===== src/rtl/nd_array_frame_collector_if.sv =====
// Element stream in, assembled frame out: handshake bundle for the frame collector.
interface nd_array_frame_collector_if #(
  parameter int unsigned ROWS  = 6,
  parameter int unsigned COLS  = 4,
  parameter int unsigned WIDTH = 3
);
  logic                        in_valid;
  logic                        in_ready;
  logic [WIDTH-1:0]            in_data;
  logic                        in_last;
  logic                        out_valid;
  logic                        out_ready;
  logic [ROWS*COLS*WIDTH-1:0]  out_data;
  logic                        err;

  // Driver side: the packer link plus the frame consumer.
  modport master (
    output in_valid, in_data, in_last, out_ready,
    input  in_ready, out_valid, out_data, err
  );

  // Collector side.
  modport slave (
    input  in_valid, in_data, in_last, out_ready,
    output in_ready, out_valid, out_data, err
  );
endinterface


===== src/rtl/nd_array_frame_collector.sv =====
// Undoes the packer's beat and bit permutations and assembles a ROWS x COLS frame,
// presented as one flattened word with a valid/ready handshake.
module nd_array_frame_collector #(
  parameter int unsigned ROWS       = 6,
  parameter int unsigned COLS       = 4,
  parameter int unsigned WIDTH      = 3,
  parameter int unsigned PLAIN_ROWS = 2
) (
  input  logic                      CLK,
  input  logic                      RESET,
  nd_array_frame_collector_if.slave bus
);
  localparam int unsigned N    = ROWS * COLS;
  localparam int unsigned FW   = N * WIDTH;
  localparam int unsigned CW   = (N > 1) ? $clog2(N) : 1;
  localparam int unsigned POSW = $clog2(FW);

  logic [CW-1:0]    cnt_q, cnt_d;
  logic [FW-1:0]    buf_q, buf_d;
  logic [FW-1:0]    out_data_q, out_data_d;
  logic             out_valid_q, out_valid_d;
  logic             err_q, err_d;

  logic             at_last_c;
  logic             accept_c;
  logic [WIDTH-1:0] orig_c;
  logic [POSW-1:0]  pos_c;

  assign at_last_c    = (cnt_q == CW'(N - 1));
  assign bus.in_ready = !at_last_c || !out_valid_q || bus.out_ready;
  assign accept_c     = bus.in_valid && bus.in_ready;

  assign bus.out_data  = out_data_q;
  assign bus.out_valid = out_valid_q;
  assign bus.err       = err_q;

  // Beat position and bit unpermute for the current beat.
  always_comb begin
    int unsigned r;
    int unsigned j;
    int unsigned c;
    r      = 32'(cnt_q) / COLS;
    j      = 32'(cnt_q) % COLS;
    c      = (j == 0) ? 0 : COLS - j;
    pos_c  = POSW'((r * COLS + c) * WIDTH);
    orig_c = bus.in_data;
    if (r >= PLAIN_ROWS) begin
      for (int k = 1; k < int'(WIDTH); k++) begin
        orig_c[k] = bus.in_data[int'(WIDTH) - k];
      end
    end
  end

  // Next-state: collect, complete, or drop on a framing error.
  always_comb begin
    cnt_d       = cnt_q;
    buf_d       = buf_q;
    out_data_d  = out_data_q;
    out_valid_d = out_valid_q;
    err_d       = 1'b0;

    if (out_valid_q && bus.out_ready) out_valid_d = 1'b0;

    if (accept_c) begin
      if (bus.in_last && at_last_c) begin
        out_data_d                 = buf_q;
        out_data_d[pos_c +: WIDTH] = orig_c;
        out_valid_d                = 1'b1;
        cnt_d                      = '0;
      end else if (bus.in_last != at_last_c) begin
        cnt_d = '0;
        err_d = 1'b1;
      end else begin
        buf_d[pos_c +: WIDTH] = orig_c;
        cnt_d                 = cnt_q + CW'(1);
      end
    end
  end

  always_ff @(posedge CLK) begin
    if (RESET) begin
      cnt_q       <= '0;
      buf_q       <= '0;
      out_data_q  <= '0;
      out_valid_q <= 1'b0;
      err_q       <= 1'b0;
    end else begin
      cnt_q       <= cnt_d;
      buf_q       <= buf_d;
      out_data_q  <= out_data_d;
      out_valid_q <= out_valid_d;
      err_q       <= err_d;
    end
  end
endmodule


===== src/flat_wrapper.sv =====
// flat-port wrapper written by rule: the top's interface ports become plain ports
module nd_array_frame_collector_flat 
#(
  parameter int unsigned ROWS       = 6,
  parameter int unsigned COLS       = 4,
  parameter int unsigned WIDTH      = 3,
  parameter int unsigned PLAIN_ROWS = 2
)
  (CLK, RESET, bus_in_valid, bus_in_data, bus_in_last, bus_out_ready, bus_in_ready, bus_out_valid, bus_out_data, bus_err);
  nd_array_frame_collector_if #(.ROWS(ROWS), .COLS(COLS), .WIDTH(WIDTH)) bus_i ();
  input  logic CLK;
  input  logic RESET;
  input wire logic [$bits(bus_i.in_valid)-1:0] bus_in_valid;
  input wire logic [$bits(bus_i.in_data)-1:0] bus_in_data;
  input wire logic [$bits(bus_i.in_last)-1:0] bus_in_last;
  input wire logic [$bits(bus_i.out_ready)-1:0] bus_out_ready;
  output wire logic [$bits(bus_i.in_ready)-1:0] bus_in_ready;
  output wire logic [$bits(bus_i.out_valid)-1:0] bus_out_valid;
  output wire logic [$bits(bus_i.out_data)-1:0] bus_out_data;
  output wire logic [$bits(bus_i.err)-1:0] bus_err;
  assign bus_i.in_valid = bus_in_valid;
  assign bus_i.in_data = bus_in_data;
  assign bus_i.in_last = bus_in_last;
  assign bus_i.out_ready = bus_out_ready;
  assign bus_in_ready = bus_i.in_ready;
  assign bus_out_valid = bus_i.out_valid;
  assign bus_out_data = bus_i.out_data;
  assign bus_err = bus_i.err;
  nd_array_frame_collector #(.ROWS(ROWS), .COLS(COLS), .WIDTH(WIDTH), .PLAIN_ROWS(PLAIN_ROWS)) u_core (.CLK(CLK), .RESET(RESET), .bus(bus_i));
endmodule

===== config.mk =====
export PLATFORM = sky130hd
export DESIGN_NAME = nd_array_frame_collector_flat
export DESIGN_NICKNAME = d
export VERILOG_FILES = /design/src/rtl/nd_array_frame_collector_if.sv /design/src/rtl/nd_array_frame_collector.sv /design/src/flat_wrapper.sv
export SDC_FILE = /design/constraint.sdc
export NUM_CORES = 1
export LEC_CHECK = 0
export CORE_AREA = 2 2 158 160
export DETAILED_ROUTE_END_ITERATION = 12
export DIE_AREA = 0 0 160 162
export GPL_TIMING_DRIVEN = 1
export RECOVER_POWER = 100
export SLEW_MARGIN = 20
export SYNTH_ARGS = -nofsm -noshare
export SYNTH_HDL_FRONTEND = slang
export SYNTH_SLANG_ARGS = --single-unit

===== constraint.sdc =====
create_clock -name CLK -period 4.87 [get_ports CLK]
set_clock_uncertainty 0.1 [all_clocks]
set_input_delay 0.974 -clock CLK [delete_from_list [all_inputs] [get_ports CLK]]
set_output_delay 0.974 -clock CLK [all_outputs]
set_load 0.005 [all_outputs]

==> flow_summary.json, run 1 <==
{
  "first_pass_iters": 5,
  "cp_top_family": "simple AND/OR/NAND/NOR gates",
  "fillers": 2527,
  "synthTopCellsByArea": "dfxtp_1 36%, mux2i_1 7.6%, nor2_1 7.1%, nand3_1 5.7%, nand2_1 5.7%",
  "antenna_found_initial": 0,
  "final_util_pct": 41.8,
  "synth_fa_ha_area_share_pct": 2.20,
  "tightest_slew_ns": 1.17,
  "fin_crit_sh_pct": 91.8,
  "fin_crit_ns": 4.47,
  "regArea_sq_mm": 0.00302,
  "synth_top_family_by_area": "simple AND/OR/NAND/NOR gates",
  "whs_ns": 0.356,
  "cp_num_buf_inv": 2,
  "final_layout_size_suffix_gt1_share_pct": 8.50,
  "ys_ff_latch": 151,
  "nets": 1150,
  "grt_pass1_vias": 7633,
  "grt_max_degree": 67,
  "finalWirelength_um": 26900,
  "critPathLaunchType": "flip-flop",
  "crit_path_cell_trace": "inv_1, ha_1, fa_1, xnor2_1, nor2_1, nor3_1, or2_0, buf_4, a2bb2oi_1, o311ai_0, o21ai_0",
  "hold_viol_final": 0,
  "die-area_sq_mm": 0.0259,
  "post_synth_inst_count": 1071,
  "clk_pin_slew_ns": 0.08,
  "ant_nets": 0,
  "cp-end-kind": "flip-flop",
  "dp_hpwl_um": 18600,
  "cts_sinks": 151,
  "root_buffer": "clkbuf_16",
  "htreeDepth": 4,
  "drcViolationCount": 0,
  "p_leak_nw": 3.77,
  "fp-row-count": 57,
  "numCtsBuffers": 17,
  "portBuffers": 82,
  "diodes": 0,
  "fp.dieH_um": 162,
  "synthesis.area_sq_mm": 0.00830,
  "synth-simple-area-share_pct": 27.5,
  "crit_type": "flip-flop to flip-flop",
  "crit_path_max_fanout": 10,
  "rsz0062_at_grt": "false",
  "grt_overflow": 0,
  "io_pins": 83,
  "dpl_worst_slack_ns": 0.450,
  "yosysTopAreaCell": "dfxtp_1",
  "grt_pass1_wl_um": 42700,
  "synthArstFlopShare_pct": 0,
  "cpPeakStageDelay_ns": 0.66,
  "fmax_mhz": 224,
  "synthXorXnorAreaFrac_pct": 1.39,
  "hold_buffers": 0,
  "multi_input_area_sq_mm": 0.00487,
  "yosysUniqueCellTypes": 76,
  "cts_tree": "built",
  "grtUsageTotal_pct": 20.7,
  "drv_slew": 0,
  "die_width_um": 160,
  "yosysSeqAreaShare_pct": 36.4,
  "slowest_stage": "xnor2_1",
  "synth_nets": 1093,
  "core_sq_mm": 0.0241,
  "report.final.setup_viol": 0,
  "maxCapViolations": 0,
  "synth_top_area_share_pct": 36.4,
  "ys.flop_type": "dfxtp_1",
  "vias": 8101,
  "start_util_pct": 34.4,
  "wl_per_cell_um": 18.4,
  "slew_headroom_pct": 22.0,
  "cts_max_path_buffers": 2,
  "areaGrowthSynthToFinish_pct": 21.4,
  "gp_congestion": 0.884,
  "outcome": "completed",
  "hold_path_class": "flip-flop to flip-flop",
  "synth_mux_area_share_pct": 7.86,
  "power_mw": 2.99,
  "cts_resized": 0,
  "ys_warn_count": 0,
  "synth_compound_area_share_pct": 19.7,
  "cp.arrival_ns": 4.68,
  "cts_setup_buffers": 0,
  "synth-edff-count": 0,
  "vdd_ir_drop_max_mv": 0.156,
  "cp.required_ns": 5.08,
  "via_per_inst": 5.53,
  "powerDensity_mw_per_mm2": 297,
  "fin_ws_ns": 0.399,
  "clock_latency_ns": 0.44,
  "drt-initial-drc-count": 765,
  "syn_area_per_cell_sq_um": 7.75,
  "tns_ns": 0
}
## area by class of cell
cell class	instances	area share (%)
Sequential cell	151	30.0
Multi-Input combinational cell	821	48.4
Clock buffer	17	4.22
Inverter	11	0.410
Clock inverter	15	1.53
Tap cell	324	4.02
Timing Repair Buffer	126	11.5
## cell usage after synthesis (12+ instances only)
| cell type | count |
|---|---|
| nor4_1 | 12 |
| buf_2 | 14 |
| a211oi_1 | 30 |
| dfxtp_1 | 151 |
| o21ai_0 | 32 |
| nor3_1 | 37 |
| mux2i_1 | 63 |
| a311oi_1 | 31 |
| nand3_1 | 95 |
| clkbuf_1 | 70 |
| nand2_1 | 126 |
| ha_1 | 13 |
| and3_1 | 15 |
| nor2_1 | 157 |
| a21oi_1 | 58 |
## path summary, 6_finish.rpt
path / from / endpoint / slack [ns] / depth (start not counted)
worst max-delay path: u_core.cnt_q[1] / u_core.buf_q[66] / 0.40 / 11
worst min-delay path: u_core.buf_q[7] / u_core.buf_q[7] / 0.36 / 2
worst max register to register: u_core.cnt_q[1] / u_core.buf_q[66] / 0.40 / 11
worst min register to register: u_core.buf_q[7] / u_core.buf_q[7] / 0.36 / 2
## worst reg2reg max path, stage by stage (launching register included)
cell and delay (ns):
dfxtp_1 0.46, inv_1 0.19, ha_1 0.38, fa_1 0.49, xnor2_1 0.66, nor2_1 0.32
nor3_1 0.38, or2_0 0.58, buf_4 0.26, a2bb2oi_1 0.09, o311ai_0 0.32, o21ai_0 0.12
## cell families after synthesis
group                    after synthesis
AND/OR/NAND/NOR                      499
AO/OA/AOI/OAI                        232
flip-flops                           151
buffers and inverters                 99
multiplexers                          65
adder cells (fa/ha/maj)               14
XOR/XNOR                              11
## report_power, final
part | leakage, nW | switching (mW) | internal, mW
registers | 1.22 | 0.00376 | 1.24
clock network | 0.272 | 0.637 | 0.684
logic | 2.28 | 0.307 | 0.123
total | 3.77 | 0.948 | 2.04
## routing by layer
metal  track usage, %  share of wire (%)  vias up
met4             6.72                1.9        0
met2             32.4                 44      271
met5                0                  0        -
met3             3.45                6.6       36
met1             29.2                 48     3800
li1                 -                  -     3994
## layout by cell type (no fill, tap or decap), types with 7 or more instances in the layout
master           n
nand4_1         11
a211oi_1        30
nand3_1         95
mux2i_1         63
and3_1          14
nand2_1        126
nor3_1          36
ha_1            13
a311oi_1        31
nor2b_1         10
xnor2_1          9
o21ai_0         32
dlygate4sd3_1   76
buf_4           37
a21oi_1         59
nor2_1         157
or3_1            7
nor4_1          12
dfxtp_1        151
nand2b_1         7
inv_1           11
clkbuf_16       17
## state kept, by name (all words and copies together), names as in the netlist
register	flops
u_core.buf_q	72
u_core.bus.err	1
u_core.bus.out_data	72
u_core.bus.out_valid	1
u_core.cnt_q	5
## stage by stage
stage	cell area [sq um]	std cells
finish	10100	1465
global route	10100	1465
CTS	10100	1465
detailed placement	9530	1433
global placement	9530	1433
floorplan	8300	1071
No activity file was read; power rests on OpenSTA's default activity.
==> inputs of run 2 (changes only) <==
REMOVE_ABC_BUFFERS = 1   (was not set)
==> flow_summary.json, run 2 (synthesis gave the netlist of run 1 again) <==
{
  "nets": 1149,
  "grtUsageMet3_pct": 3.22,
  "diodes": 0,
  "grtUsageTotal_pct": 19.6,
  "tightest_slew_ns": 1.19,
  "die_width_um": 160,
  "finalWirelength_um": 25700,
  "dp_hpwl_um": 17700,
  "ant_nets": 0,
  "crit_type": "flip-flop to flip-flop",
  "outcome": "completed",
  "met2_usage_pct": 30.9,
  "htreeDepth": 4,
  "slew_headroom_pct": 20.4,
  "maxCapViolations": 0,
  "cts_resized": 0,
  "vias": 8046,
  "numCtsBuffers": 17,
  "clock_latency_ns": 0.43,
  "tns_ns": 0,
  "areaGrowthSynthToFinish_pct": 20.8,
  "root_buffer": "clkbuf_16",
  "crit_path_max_fanout": 17,
  "clk_pin_slew_ns": 0.07,
  "whs_ns": 0.353,
  "crit_path_cell_trace": "inv_1, ha_1, fa_1, xor2_1, nand4_1, a211oi_1, mux2i_1, o21ai_1, clkbuf_2, a211oi_1, a31o_2, nor3_1",
  "met1_usage_pct": 27.9,
  "dp.cells": 1432,
  "report.final.setup_viol": 0,
  "layout_commonest_cell": "nor2_1",
  "fmax_mhz": 218,
  "powerDensity_mw_per_mm2": 299,
  "fin_crit_ns": 4.59,
  "cp.arrival_ns": 4.85,
  "postPlaceCellArea_sq_mm": 0.00952,
  "start_util_pct": 34.4,
  "first_pass_iters": 8,
  "grt_pass1_vias": 7219,
  "rsz0062_at_grt": "false",
  "p_leak_nw": 3.73,
  "via_per_inst": 5.50,
  "fin_crit_sh_pct": 94.2,
  "core_sq_mm": 0.0241,
  "io_pins": 83,
  "cts_max_path_buffers": 2,
  "critPathLaunchType": "flip-flop",
  "busiest_layer": "met2",
  "cp.required_ns": 5.13,
  "drt-initial-drc-count": 638,
  "final_layout_size_suffix_gt1_share_pct": 7.54,
  "cp_common_cell": "a211oi_1",
  "antenna_found_initial": 0,
  "wl_per_cell_um": 17.5,
  "portBuffers": 82,
  "finalNonFillerCells": 1464,
  "cts_sinks": 151,
  "slowest_stage": "o21ai_1",
  "drcViolationCount": 0,
  "cts_setup_buffers": 0,
  "die-area_sq_mm": 0.0259,
  "grt_max_degree": 118,
  "cts_tree": "built",
  "vdd_ir_drop_max_mv": 0.222,
  "drv_slew": 0,
  "hold_viol_final": 0,
  "fp.dieH_um": 162,
  "grt_pass1_wl_um": 40700,
  "cp-end-kind": "flip-flop",
  "hold_path_class": "flip-flop to flip-flop",
  "design_area_sq_mm": 0.0100,
  "most-common-layout-cells": "157 x nor2_1, 151 x dfxtp_1, 126 x nand2_1",
  "gp_congestion": 0.927,
  "hold_buffers": 0,
  "fp-row-count": 57,
  "grt_overflow": 0,
  "cpPeakStageDelay_ns": 0.58
}
## run 2: cell types whose count changed in the layout (fill, tap and decap cells not counted), moves of 2 or more
cell and change:
buf_4 -8, clkbuf_1 +8, clkinv_4 +2, clkinv_8 -2, inv_8 -2, o21ai_1 +2, o21ai_2 -2
## run 2: worst paths after layout
path	from	endpoint	cells after the start	slack [ns]
worst max-delay path	u_core.cnt_q[1]	u_core.bus.out_data[19]	12	0.28
worst min-delay path	u_core.bus.out_data[34]	u_core.bus.out_data[34]	2	0.35
worst max register to register	u_core.cnt_q[1]	u_core.bus.out_data[19]	12	0.28
worst min register to register	u_core.bus.out_data[34]	u_core.bus.out_data[34]	2	0.35
## run 2: cell type report
cell class                      instances  area (sq um)
Clock inverter                         14           143
Clock buffer                           18           429
Timing Repair Buffer                  125          1120
Sequential cell                       151          3020
Multi-Input combinational cell        821          4860
Inverter                               11          41.3
Tap cell                              324           405
Fill cell                            2552         14100
## run 2: routing by layer
metal | wire length [um] | up-vias
met4 | 384 | 0
li1 | - | 3980
met5 | 0 | -
met2 | 11500 | 237
met3 | 1400 | 30
met1 | 12400 | 3799
## run 2: critical path: cells and delay by family, from the launching register on
kind | cells | cell delay (ns)
adders and majority gates | 2 | 0.85
DFF | 1 | 0.48
muxes | 1 | 0.12
and+or+nand+nor | 2 | 0.46
xor gates and xnor gates | 1 | 0.57
AOI/OAI and AO/OA | 4 | 1.29
buffers and inverters | 2 | 0.65
## run 2: metrics by stage
step	util, %	power (mW)	setup WS, ns
after floorplan	-	1.52	0.191
after global placement	39.5	1.71	0.595
after detailed placement	39.5	1.70	0.500
after CTS	41.9	3.02	0.473
after global routing	41.6	3.11	0.0529
final	41.6	2.99	0.281
## run 2: report_power, final
part / switching (mW) / internal (mW) / leakage, nW
Sequential: 0.00357 / 1.24 / 1.22
Clock: 0.600 / 0.719 / 0.269
Combinational: 0.312 / 0.123 / 2.25
==> inputs of run 3 (changes only) <==
DONT_BUFFER_PORTS = 1   (was not set)
==> flow_summary.json, run 3 (synthesis gave the netlist of run 1 again) <==
{
  "clock_latency_ns": 0.43,
  "slew_headroom_pct": 29.6,
  "gp_congestion": 0.919,
  "crit_path_max_fanout": 21,
  "grt_pass1_vias": 7129,
  "drv_slew": 0,
  "p_leak_nw": 3.21,
  "drcViolationCount": 0,
  "die-area_sq_mm": 0.0259,
  "tightest_slew_ns": 1.05,
  "dp_hpwl_um": 17900,
  "cpPeakStageDelay_ns": 0.57,
  "layout_commonest_cell": "nor2_1",
  "maxCapViolations": 0,
  "grt_overflow": 0,
  "cp.arrival_ns": 4.75,
  "fillers": 2536,
  "root_buffer": "clkbuf_16",
  "grt_pass1_wl_um": 41600,
  "wl_per_cell_um": 19.1,
  "finalNonFillerCells": 1380,
  "cp.required_ns": 5.11,
  "htreeDepth": 4,
  "clk_pin_slew_ns": 0.07,
  "grt_max_degree": 145,
  "numCtsBuffers": 17,
  "crit_path_cell_trace": "inv_1, ha_1, ha_1, a211o_1, a21oi_1, o21ai_4, or4_1, nand2_2, nand2_1, or3_1, a311oi_1",
  "grtUsageTotal_pct": 20.4,
  "fin_crit_ns": 4.52,
  "first_pass_iters": 5,
  "power_mw": 2.96,
  "r2r_slack_ns": 0.35,
  "finalWirelength_um": 26400,
  "io_pins": 83,
  "critPathLaunchType": "flip-flop",
  "fp-row-count": 57,
  "cts_resized": 0,
  "final_util_pct": 38.2,
  "cts_tree": "built",
  "crit_type": "flip-flop to flip-flop",
  "slowest_stage": "ha_1",
  "areaGrowthSynthToFinish_pct": 10.9,
  "start_util_pct": 34.4,
  "fin_crit_sh_pct": 92.7,
  "vias": 7738,
  "final_layout_size_suffix_gt1_share_pct": 8.53,
  "dp.cells": 1347,
  "report.final.setup_viol": 0,
  "powerDensity_mw_per_mm2": 322,
  "cp_common_cell": "ha_1",
  "hold_buffers": 0,
  "drt-initial-drc-count": 820,
  "fmax_mhz": 221,
  "nets": 1064,
  "portBuffers": 0,
  "cts_sinks": 151,
  "cts_setup_buffers": 0,
  "die_width_um": 160,
  "hold_path_class": "flip-flop to flip-flop",
  "cp-end-kind": "flip-flop",
  "vdd_ir_drop_max_mv": 0.196,
  "whs_ns": 0.354,
  "fp.dieH_um": 162,
  "antenna_found_initial": 1,
  "ant_nets": 0,
  "via_per_inst": 5.61,
  "rsz0062_at_grt": "false",
  "cts_max_path_buffers": 2,
  "core_sq_mm": 0.0241,
  "outcome": "completed",
  "tns_ns": 0,
  "hold_viol_final": 0,
  "most-common-layout-cells": "157 x nor2_1, 151 x dfxtp_1, 126 x nand2_1"
}
run 3: per-layer routing:
metal	GRT usage (%)	vias up	wire [um]
li1	-	3805	-
met1	27.5	3651	12200
met2	32.0	255	11700
met3	5.67	27	1890
met4	5.73	0	496
met5	0	-	0
run 3: path summary, 6_finish.rpt:
| path | endpoint | start | cells past startpoint |
|---|---|---|---|
| setup / recovery | u_core.bus.out_data[6] | u_core.cnt_q[1] | 11 |
| hold / removal | u_core.buf_q[38] | u_core.buf_q[38] | 2 |
| setup reg to reg | u_core.bus.out_data[6] | u_core.cnt_q[1] | 11 |
| hold reg to reg | u_core.buf_q[38] | u_core.buf_q[38] | 2 |
run 3: stage by stage:
step	setup slack, ns	cell area [sq um]
3_5_place_dp	0.122	8670
6_report	0.354	9210
3_3_place_gp	0.256	8670
5_1_grt	0.0616	9210
4_1_cts	0.111	9250
2_1_floorplan	0.191	7930
run 3: area by class of cell:
cell class | instances | area [sq um] | share of cell area, %
Sequential cell | 151 | 3020 | 32.8
Multi-Input combinational cell | 821 | 4870 | 52.9
Inverter | 11 | 41.3 | 0.448
Antenna cell | 1 | 2.50 | 0.0272
Timing Repair Buffer | 40 | 287 | 3.11
Clock buffer | 18 | 439 | 4.77
Tap cell | 324 | 405 | 4.40
Clock inverter | 14 | 139 | 1.51
run 3: critical path, delay by kind of cell (launching register included):
kind            cells  cell delay [ns]
buf+inv             1             0.20
flops               1             0.49
fa+ha+maj           2             0.88
compound gates      4             1.36
simple gates        4             1.38
run 3: power by group:
part | internal [mW] | switching, mW
sequential | 1.24 | 0.00393
clock | 0.732 | 0.592
combinational | 0.112 | 0.286
total | 2.08 | 0.882
